[src/rtl/serial_add_ctrl.sv]
// Bit-serial add/subtract sequencer: one full_adder cell is reused once per clock,
// LSB first, with the carry held in a flip-flop between bits.

module full_adder (
   input  logic a,
   input  logic b,
   input  logic cin,
   output logic y,
   output logic cout
);
   assign y    = a ^ b ^ cin;
   assign cout = (a & b) | (cin & (a ^ b));
endmodule

module serial_add_ctrl #(
   parameter int WIDTH = 8
) (
   input  logic             clk,
   input  logic             rst,
   input  logic             start,
   input  logic             sub,
   input  logic [WIDTH-1:0] a,
   input  logic [WIDTH-1:0] b,
   input  logic             cin,
   output logic             busy,
   output logic             done,
   output logic [WIDTH-1:0] sum,
   output logic             cout,
   output logic             ovf
);
   localparam int CW = $clog2(WIDTH);
   localparam logic [CW-1:0] LAST = CW'(WIDTH - 1);

   typedef enum logic [1:0] {
      IDLE = 2'd0,
      RUN  = 2'd1,
      DONE = 2'd2
   } state_e;

   state_e           state_q, state_d;
   logic [WIDTH-1:0] a_sr_q, a_sr_d;
   logic [WIDTH-1:0] b_sr_q, b_sr_d;
   logic [WIDTH-1:0] part_q, part_d;
   logic [WIDTH-1:0] sum_q, sum_d;
   logic [CW-1:0]    cnt_q, cnt_d;
   logic             carry_q, carry_d;
   logic             cmsb_q, cmsb_d;
   logic             cout_q, cout_d;
   logic             ovf_q, ovf_d;
   logic             fa_y, fa_cout;

   full_adder u_fa (
      .a    (a_sr_q[0]),
      .b    (b_sr_q[0]),
      .cin  (carry_q),
      .y    (fa_y),
      .cout (fa_cout)
   );

   always_ff @(posedge clk or posedge rst) begin
      if (rst) begin
         state_q <= IDLE;
         a_sr_q  <= '0;
         b_sr_q  <= '0;
         part_q  <= '0;
         sum_q   <= '0;
         cnt_q   <= '0;
         carry_q <= 1'b0;
         cmsb_q  <= 1'b0;
         cout_q  <= 1'b0;
         ovf_q   <= 1'b0;
      end else begin
         state_q <= state_d;
         a_sr_q  <= a_sr_d;
         b_sr_q  <= b_sr_d;
         part_q  <= part_d;
         sum_q   <= sum_d;
         cnt_q   <= cnt_d;
         carry_q <= carry_d;
         cmsb_q  <= cmsb_d;
         cout_q  <= cout_d;
         ovf_q   <= ovf_d;
      end
   end

   always_comb begin
      state_d = state_q;
      a_sr_d  = a_sr_q;
      b_sr_d  = b_sr_q;
      part_d  = part_q;
      sum_d   = sum_q;
      cnt_d   = cnt_q;
      carry_d = carry_q;
      cmsb_d  = cmsb_q;
      cout_d  = cout_q;
      ovf_d   = ovf_q;
      case (state_q)
         IDLE: begin
            if (start) begin
               a_sr_d  = a;
               b_sr_d  = sub ? ~b : b;
               carry_d = sub ? 1'b1 : cin;
               cnt_d   = '0;
               state_d = RUN;
            end else begin
               state_d = IDLE;
            end
         end
         RUN: begin
            part_d  = {fa_y, part_q[WIDTH-1:1]};
            a_sr_d  = {1'b0, a_sr_q[WIDTH-1:1]};
            b_sr_d  = {1'b0, b_sr_q[WIDTH-1:1]};
            carry_d = fa_cout;
            // Last bit: carry_q is the carry into the MSB, needed for overflow.
            if (cnt_q == LAST) begin
               cmsb_d  = carry_q;
               sum_d   = {fa_y, part_q[WIDTH-1:1]};
               cout_d  = fa_cout;
               ovf_d   = carry_q ^ fa_cout;
               state_d = DONE;
            end else begin
               cnt_d   = cnt_q + 1'b1;
            end
         end
         DONE: begin
            state_d = IDLE;
         end
         default: begin
            state_d = IDLE;
         end
      endcase
   end

   assign busy = (state_q == RUN);
   assign done = (state_q == DONE);
   assign sum  = sum_q;
   assign cout = cout_q;
   assign ovf  = ovf_q;
endmodule

[config.mk]
export PLATFORM = sky130hd
export DESIGN_NAME = serial_add_ctrl
export DESIGN_NICKNAME = d
export VERILOG_FILES = /design/src/rtl/serial_add_ctrl.sv
export SDC_FILE = /design/constraint.sdc
export NUM_CORES = 1
export LEC_CHECK = 0
export ABC_AREA = 1
export BUFFER_PORTS_ARGS = -buffer_cell sky130_fd_sc_hd__buf_2
export CAP_MARGIN = 20
export CORE_ASPECT_RATIO = 0.75
export CORE_UTILIZATION = 35
export DETAILED_ROUTE_END_ITERATION = 12
export PLACE_DENSITY = 0.55
export SYNTH_ARGS = -nofsm -noshare
export SYNTH_HDL_FRONTEND = slang
export SYNTH_SLANG_ARGS = --single-unit
[constraint.sdc]
create_clock -name clk -period 2.6 [get_ports clk]
set_input_delay 0.52 -clock clk [delete_from_list [all_inputs] [get_ports clk]]
set_output_delay 0.52 -clock clk [all_outputs]
set_load 0.005 [all_outputs]
==> results of run 1 <==
==> metrics by stage <==
stage	total power [W]	cells	setup WS [ns]	instance area [sq um]
3_5_place_dp	0.00211	338	1.05	2060
2_1_floorplan	0.00189	242	1.19	1860
4_1_cts	0.00252	346	0.854	2140
6_report	0.00247	346	0.875	2140
5_1_grt	0.00274	346	0.741	2140
3_3_place_gp	0.00211	338	1.05	2060
==> power groups by stage <==
stage | Clock (W) | Combinational [W] | Sequential [W]
floorplan | 0 | 0.000852 | 0.00104
global placement | 0 | 0.00105 | 0.00106
detailed placement | 0 | 0.00105 | 0.00106
CTS | 0.000406 | 0.00106 | 0.00105
global route | 0.000425 | 0.00123 | 0.00108
finish | 0.000385 | 0.00104 | 0.00105
==> worst min-delay path by stage <==
stage / endpoint / start / cells past startpoint / slack, ns
after global placement: sum[0] / part_q[1] / 2 / 0.46
after floorplan: sum[0] / part_q[1] / 2 / 0.44
final: a_sr_q[7] / rst / 3 / 0.34
after CTS: a_sr_q[7] / rst / 3 / 0.35
after detailed placement: b_sr_q[3] / b_sr_q[3] / 2 / 0.47
after global routing: a_sr_q[7] / rst / 3 / 0.39
==> layout by cell type (no fill, tap or decap) <==
master,instances
o21ai_0,18
inv_2,1
nor2_1,23
buf_2,32
fa_1,1
dfrtp_1,39
clkbuf_8,5
inv_1,30
buf_4,3
xnor2_1,1
clkinv_2,1
nand3_1,14
nand2_1,94
ha_1,2
nand2_2,1
clkbuf_1,2
o21ai_1,7
==> worst max-delay path, cell delays in order (launching register included) <==
cell and delay, ns:
dfrtp_1 0.37, inv_1 0.09, nand2_1 0.17, inv_2 0.16, buf_2 0.13
==> sequential cells by signal (all words and copies together) (netlist names) <==
| name | count |
|---|---|
| state_q | 2 |
| ovf | 1 |
| cnt_q | 3 |
| sum | 8 |
| a_sr_q | 8 |
| part_q | 7 |
| cout | 1 |
| b_sr_q | 8 |
| carry_q | 1 |
==> final cells by class <==
class,count,area (sq um)
sequential,39,976
fill,550,2870
multi-input combinational,161,694
inverter,31,116
clock buffer,7,76.3
tap,72,90.1
clock inverter,1,5.00
timing repair buffer,35,183
==> routing by layer <==
metal | vias to the layer above | routed length [microns]
met2 | 23 | 1380
met4 | 0 | 61
met5 | - | 0
met1 | 624 | 1830
met3 | 6 | 122
li1 | 790 | -
==> kinds of logic (layout without fill, tap and decap cells) <==
kind of cell | count (synthesis) | in the layout | share of synthesized area
compound gates | 25 | 25 | 0.0672
buf+inv | 42 | 74 | 0.103
flops | 39 | 39 | 0.524
fa+ha+maj | 3 | 3 | 0.0242
xor+xnor | 1 | 1 | 0.00470
simple gates | 132 | 132 | 0.277
==> flow_summary.toml, run 1 <==
[logic_synthesis]
synthArstFlopShare = 1.00
synthFlopType = "dfrtp_1"
synth_edf_count = 0
synthTopCellsByArea = "dfrtp_1 52%, nand2_1 19%, inv_1 6.0%"
synth_cell_types = 17
synth_most_common_cell = "nand2_1"
synth_top_area_share = 0.524
ys_seq_area_frac = 0.524
yosys-top-cells-count = "94 x nand2_1, 39 x dfrtp_1, 30 x inv_1"
syn_area_sq_um = 1860
postSynthCellCount = 242
yosys_register_bits = 39
syn_nets = 266
synth_area_leader_cell = "dfrtp_1"
syn_area_per_cell_sq_um = 7.70
yosysWarnings = 0

[sta]
slew_viol_final = 0
finalCritPeriodShare = 0.664
timing.hold.ws_ns = 0.335
fmax_mhz = 580
rsz0062_at_grt = "no"
finalHoldViolations = 0
worstMarginPinSlew_ns = 0.514
min_period_ns = 1.73
slew_headroom = 0.657
setup_viol = 0
totalNegativeSetupSlack_ns = 0
finClkSkew_ns = 0.00337

[setup_path]
rr_worst_depth = 6
worst-setup-path-type = "register to primary output"
r2r_start = "cnt_q[0]"
worst-path-max-fanout = 7
setup.worst_path.start_class = "register"
endpoint_kind = "primary output"
cp-endpoint = "busy"
reg2reg_to = "sum[0]"
arrival_ns = 1.21
required_ns = 2.08
reg2reg_slack_ns = 1.06
crit_path_start = "state_q[1]"

[grt]
grt.met2_usage = 0.188
first_global_vias = 1287
top_usage_layer = "met2"
grt_max_degree = 42
grt_pass1_wl_microns = 5660
grtUsageMet1 = 0.181
grt_overflow_total = 0
antenna_found_initial = 0
use_met3 = 0.0339
grt_use_total = 0.132

[place]
gp_congestion = 0.710
io_buffers = 32
dpl.hpwl_microns = 2320

[final_layout]
diodes = 0
finalNetCount = 297
layout-drive-gt1-share = 0.157
finish.utilization = 0.427
area_delta_synth_final_pct = 14.9

[floorplanning]
dieHeight_microns = 65.2
die_x_microns = 86.2
pin_count = 33
start_util = 0.372
rows = 22
core_area_sq_um = 5010
die-area_sq_um = 5620

[worst_hold_path]
hold_path.class = "primary input to asynchronous set/reset pin"

[clocking]
hold_buffers = 0
cts_tree = "built"
clock_latency_ns = 0.29
post_cts_buffers = 0
clk_pin_slew_worst_paths_ns = 0.07
root_buffer = "clkbuf_8"
clock-sinks = 39
clock_path_buffers = 2
cts-buffers-inserted = 5
cts-resized-gates = 0
htree_num_levels = 2

[power_and_ir_drop]
comb_power_share = 0.420
p_int_w = 0.00149
ir_worst_vdd_mv = 0.366
clkPwrFrac = 0.156
power_density_nw_per_um2 = 1150
p_sw_frac = 0.398
p_leak_nw = 1.18
pwr-share-seq = 0.424
power_switching_w = 0.000984

[outcome]
status = "finished clean"

[route]
via_count = 1443
wl_microns = 3390
dr.pass1.iters = 4
drc_errors = 0
initialDrtViolationCount = 58
wire_per_inst_microns = 9.80
vias_per_cell = 4.17
ant_nets = 0

[job]
max_cap_viol_count = 0
Power figures use the tool's default switching activity.
==> run 2, diff against run 1 <==
--- a/config.mk
+++ b/config.mk
@@ -5,7 +5,7 @@
 export SDC_FILE = /design/constraint.sdc
 export NUM_CORES = 1
 export LEC_CHECK = 0
-export ABC_AREA = 1
+export ABC_AREA = 0
 export BUFFER_PORTS_ARGS = -buffer_cell sky130_fd_sc_hd__buf_2
 export CAP_MARGIN = 20
 export CORE_ASPECT_RATIO = 0.75
==> constraint.sdc (replaced) <==
create_clock -name clk -period 1.6 [get_ports clk]
set_input_delay 0.32 -clock clk [delete_from_list [all_inputs] [get_ports clk]]
set_output_delay 0.32 -clock clk [all_outputs]
set_load 0.005 [all_outputs]
==> run 2 against run 1 <==
Effect of this change: the flow now finishes with violations (design-rule violations); clock skew increased by 0.0015 ns; global-route usage increased by 0.18 points; non-clock buffer count increased by 8; wire length decreased by 4.6%; register-to-register slack got worse by 1.0 ns; utilization increased by 1.1 points; clock-buffer cell count decreased by 2; die area decreased by 3.7%; area after synthesis decreased by 3.8%; combinational power increased by 47%; largest power group unchanged.
==> flow_summary.toml, run 2 <==
[setup_path]
cpPeakStageDelay_ns = 0.40
path_common_cell = "ha_1"
arrival_ns = 1.72
worst-path-max-fanout = 12
r2r_start = "cnt_q[0]"
worst-setup-path-type = "register to register"
endpoint_kind = "register"
reg2reg_to = "sum[0]"
reg2reg_slack_ns = 0.06
path_cells = "ha_1, ha_1, nand3b_1, buf_12, mux2_2"
crit_path_top_delay_cell = "dfrtp_1"
cpLargestDelayFamily = "adder cells"
rr_worst_depth = 5
worst-path-buf-inv = 1
required_ns = 1.78
setup.worst_path.start_class = "register"

[sta]
worstMarginPinSlew_ns = 0.482
finalHoldViolations = 0
fmax_mhz = 649
finalCritPeriodShare = 0.963
slew_viol_final = 0
slew_headroom = 0.678
totalNegativeSetupSlack_ns = 0
min_period_ns = 1.54
timing.hold.ws_ns = 0.134
setup_viol = 0
finClkSkew_ns = 0.00488
finalWorstSetupSlack_ns = 0.0596
rsz0062_at_grt = "no"

[clocking]
root_buffer = "clkbuf_8"
cts-buffers-inserted = 5
hold_buffers = 0
clk_pin_slew_worst_paths_ns = 0.08
clock_latency_ns = 0.29
clock_path_buffers = 2
clock-sinks = 39
cts_tree = "built"
htree_num_levels = 2

[logic_synthesis]
synth_edf_count = 0
yosys_register_bits = 39
syn_area_sq_um = 1790
syn_area_per_cell_sq_um = 12.5
synth_most_common_cell = "dfrtp_1"
synthFlopType = "dfrtp_1"
synth_cell_types = 28
syn_nets = 167
postSynthCellCount = 143
synthTopCellsByArea = "dfrtp_1 54%, mux2_2 9.4%, mux2i_1 3.9%"
yosys-top-cells-count = "39 x dfrtp_1, 16 x nand2_1, 15 x mux2_2"
yosysWarnings = 0
synth_area_leader_cell = "dfrtp_1"
ys_seq_area_frac = 0.544
synth_top_area_share = 0.544
synthArstFlopShare = 1.00

[power_and_ir_drop]
p_leak_nw = 1.05
ir_worst_vdd_mv = 0.574
power_density_nw_per_um2 = 1800

[route]
vias_per_cell = 4.94
wire_per_inst_microns = 13.3
drc_errors = 2
via_count = 1205
initialDrtViolationCount = 52
wl_microns = 3240
ant_nets = 0
dr.pass1.iters = 8

[worst_hold_path]
hold_path.class = "primary input to asynchronous set/reset pin"

[grt]
grt_use_total = 0.134
grt_max_degree = 40
antenna_found_initial = 0
grt_pass1_wl_microns = 5530
first_global_vias = 1181
grt_overflow_total = 0

[floorplanning]
die-area_sq_um = 5420
start_util = 0.366
core_area_sq_um = 4900
pin_count = 33
die_x_microns = 84.6
rows = 22
dieHeight_microns = 64.0

[final_layout]
most-common-layout-cells = "37 x dfrtp_1, 32 x buf_2, 16 x nand2_1"
area_delta_synth_final_pct = 19.8
layout_commonest_cell = "dfrtp_1"
finalNetCount = 207
nFillCells = 464
multiInputGateArea_sq_um = 727
layout-drive-gt1-share = 0.408
diodes = 0
register_area_sq_um = 978

[job]
max_cap_viol_count = 0

[outcome]
status = "finished, violations left"
violations = "design-rule violations"

[place]
io_buffers = 32
dpl.hpwl_microns = 2290
dp_slack_ns = 0.0607
gp_congestion = 0.705
-- run 2: changes by cell type after synthesis, sizes merged, moves of 2 or more --
| cell | change |
|---|---|
| mux2i | +7 |
| nor2b | +2 |
| o21ai | -9 |
| nand3 | -14 |
| a22oi | +8 |
| nand2 | -79 |
| a22o | +5 |
| mux2 | +17 |
| inv | -28 |
| nor2 | -21 |
| a32o | +2 |
| xor2 | +8 |
-- run 2: per-stage QoR --
stage          instance area, sq um  utilization  instances  power, W
6_report                       2150        0.438        244   0.00386
5_1_grt                        2150        0.438        244   0.00416
4_1_cts                        2120        0.433        241   0.00387
3_5_place_dp                   2030        0.415        233   0.00320
3_3_place_gp                   2030        0.415        233   0.00311
2_1_floorplan                  1790            -        143   0.00277
-- run 2: layout make-up --
cell class                      instances  area share
Sequential cell                        39       0.455
Tap cell                               60      0.0349
Inverter                                3     0.00524
Clock inverter                          3     0.00932
Clock buffer                            5      0.0320
Timing Repair Buffer                   43       0.125
Multi-Input combinational cell         91       0.338
-- run 2: what timing repair did --
action / CTS / global route
resized for setup: 2 / 1
buffers inserted: 0 / 3
setup endpoints to repair: 2 / 7
hold endpoints to repair: 0 / 0
-- run 2: kinds of logic (layout without fill, tap and decap cells) --
logic type / after synthesis / count (layout) / synth area share
buffers and inverters: 13 / 54 / 0.0516
flip-flops: 39 / 39 / 0.544
adder cells (fa/ha/maj): 3 / 3 / 0.0251
AO/OA/AOI/OAI: 33 / 33 / 0.127
XOR/XNOR: 9 / 9 / 0.0440
multiplexers: 24 / 24 / 0.150
AND/OR/NAND/NOR: 22 / 22 / 0.0579
-- run 2: report_power, final --
part,internal [W],switching [W]
clock network,0.000303,0.000350
logic,0.000880,0.000648
registers,0.00141,0.000262
total,0.00260,0.00126
-- run 2: how the worst max path moves through the flow --
stage	cells past startpoint	from	slack (ns)	end
detailed placement	5	cnt_q[0]	0.06	sum[0]
global route	4	state_q[1]	0.0009	done
global placement	5	cnt_q[0]	0.11	sum[2]
finish	5	cnt_q[0]	0.06	sum[0]
CTS	3	state_q[0]	0.05	busy
floorplan	5	cnt_q[0]	0.03	cout
-- run 2: tightest hold or removal path: cells and delay by family --
| family | cells | cell delay (ns) |
|---|---|---|
| buffers and inverters | 3 | 0.54 |
-- run 2: metal layers --
metal / track usage / share of wire / vias up
met1: 0.181 / 0.49 / 582
met3: 0.0568 / 0.066 / 2
met2: 0.200 / 0.43 / 42
li1: - / - / 579
met4: 0.0254 / 0.0059 / 0
met5: 0 / 0 / -
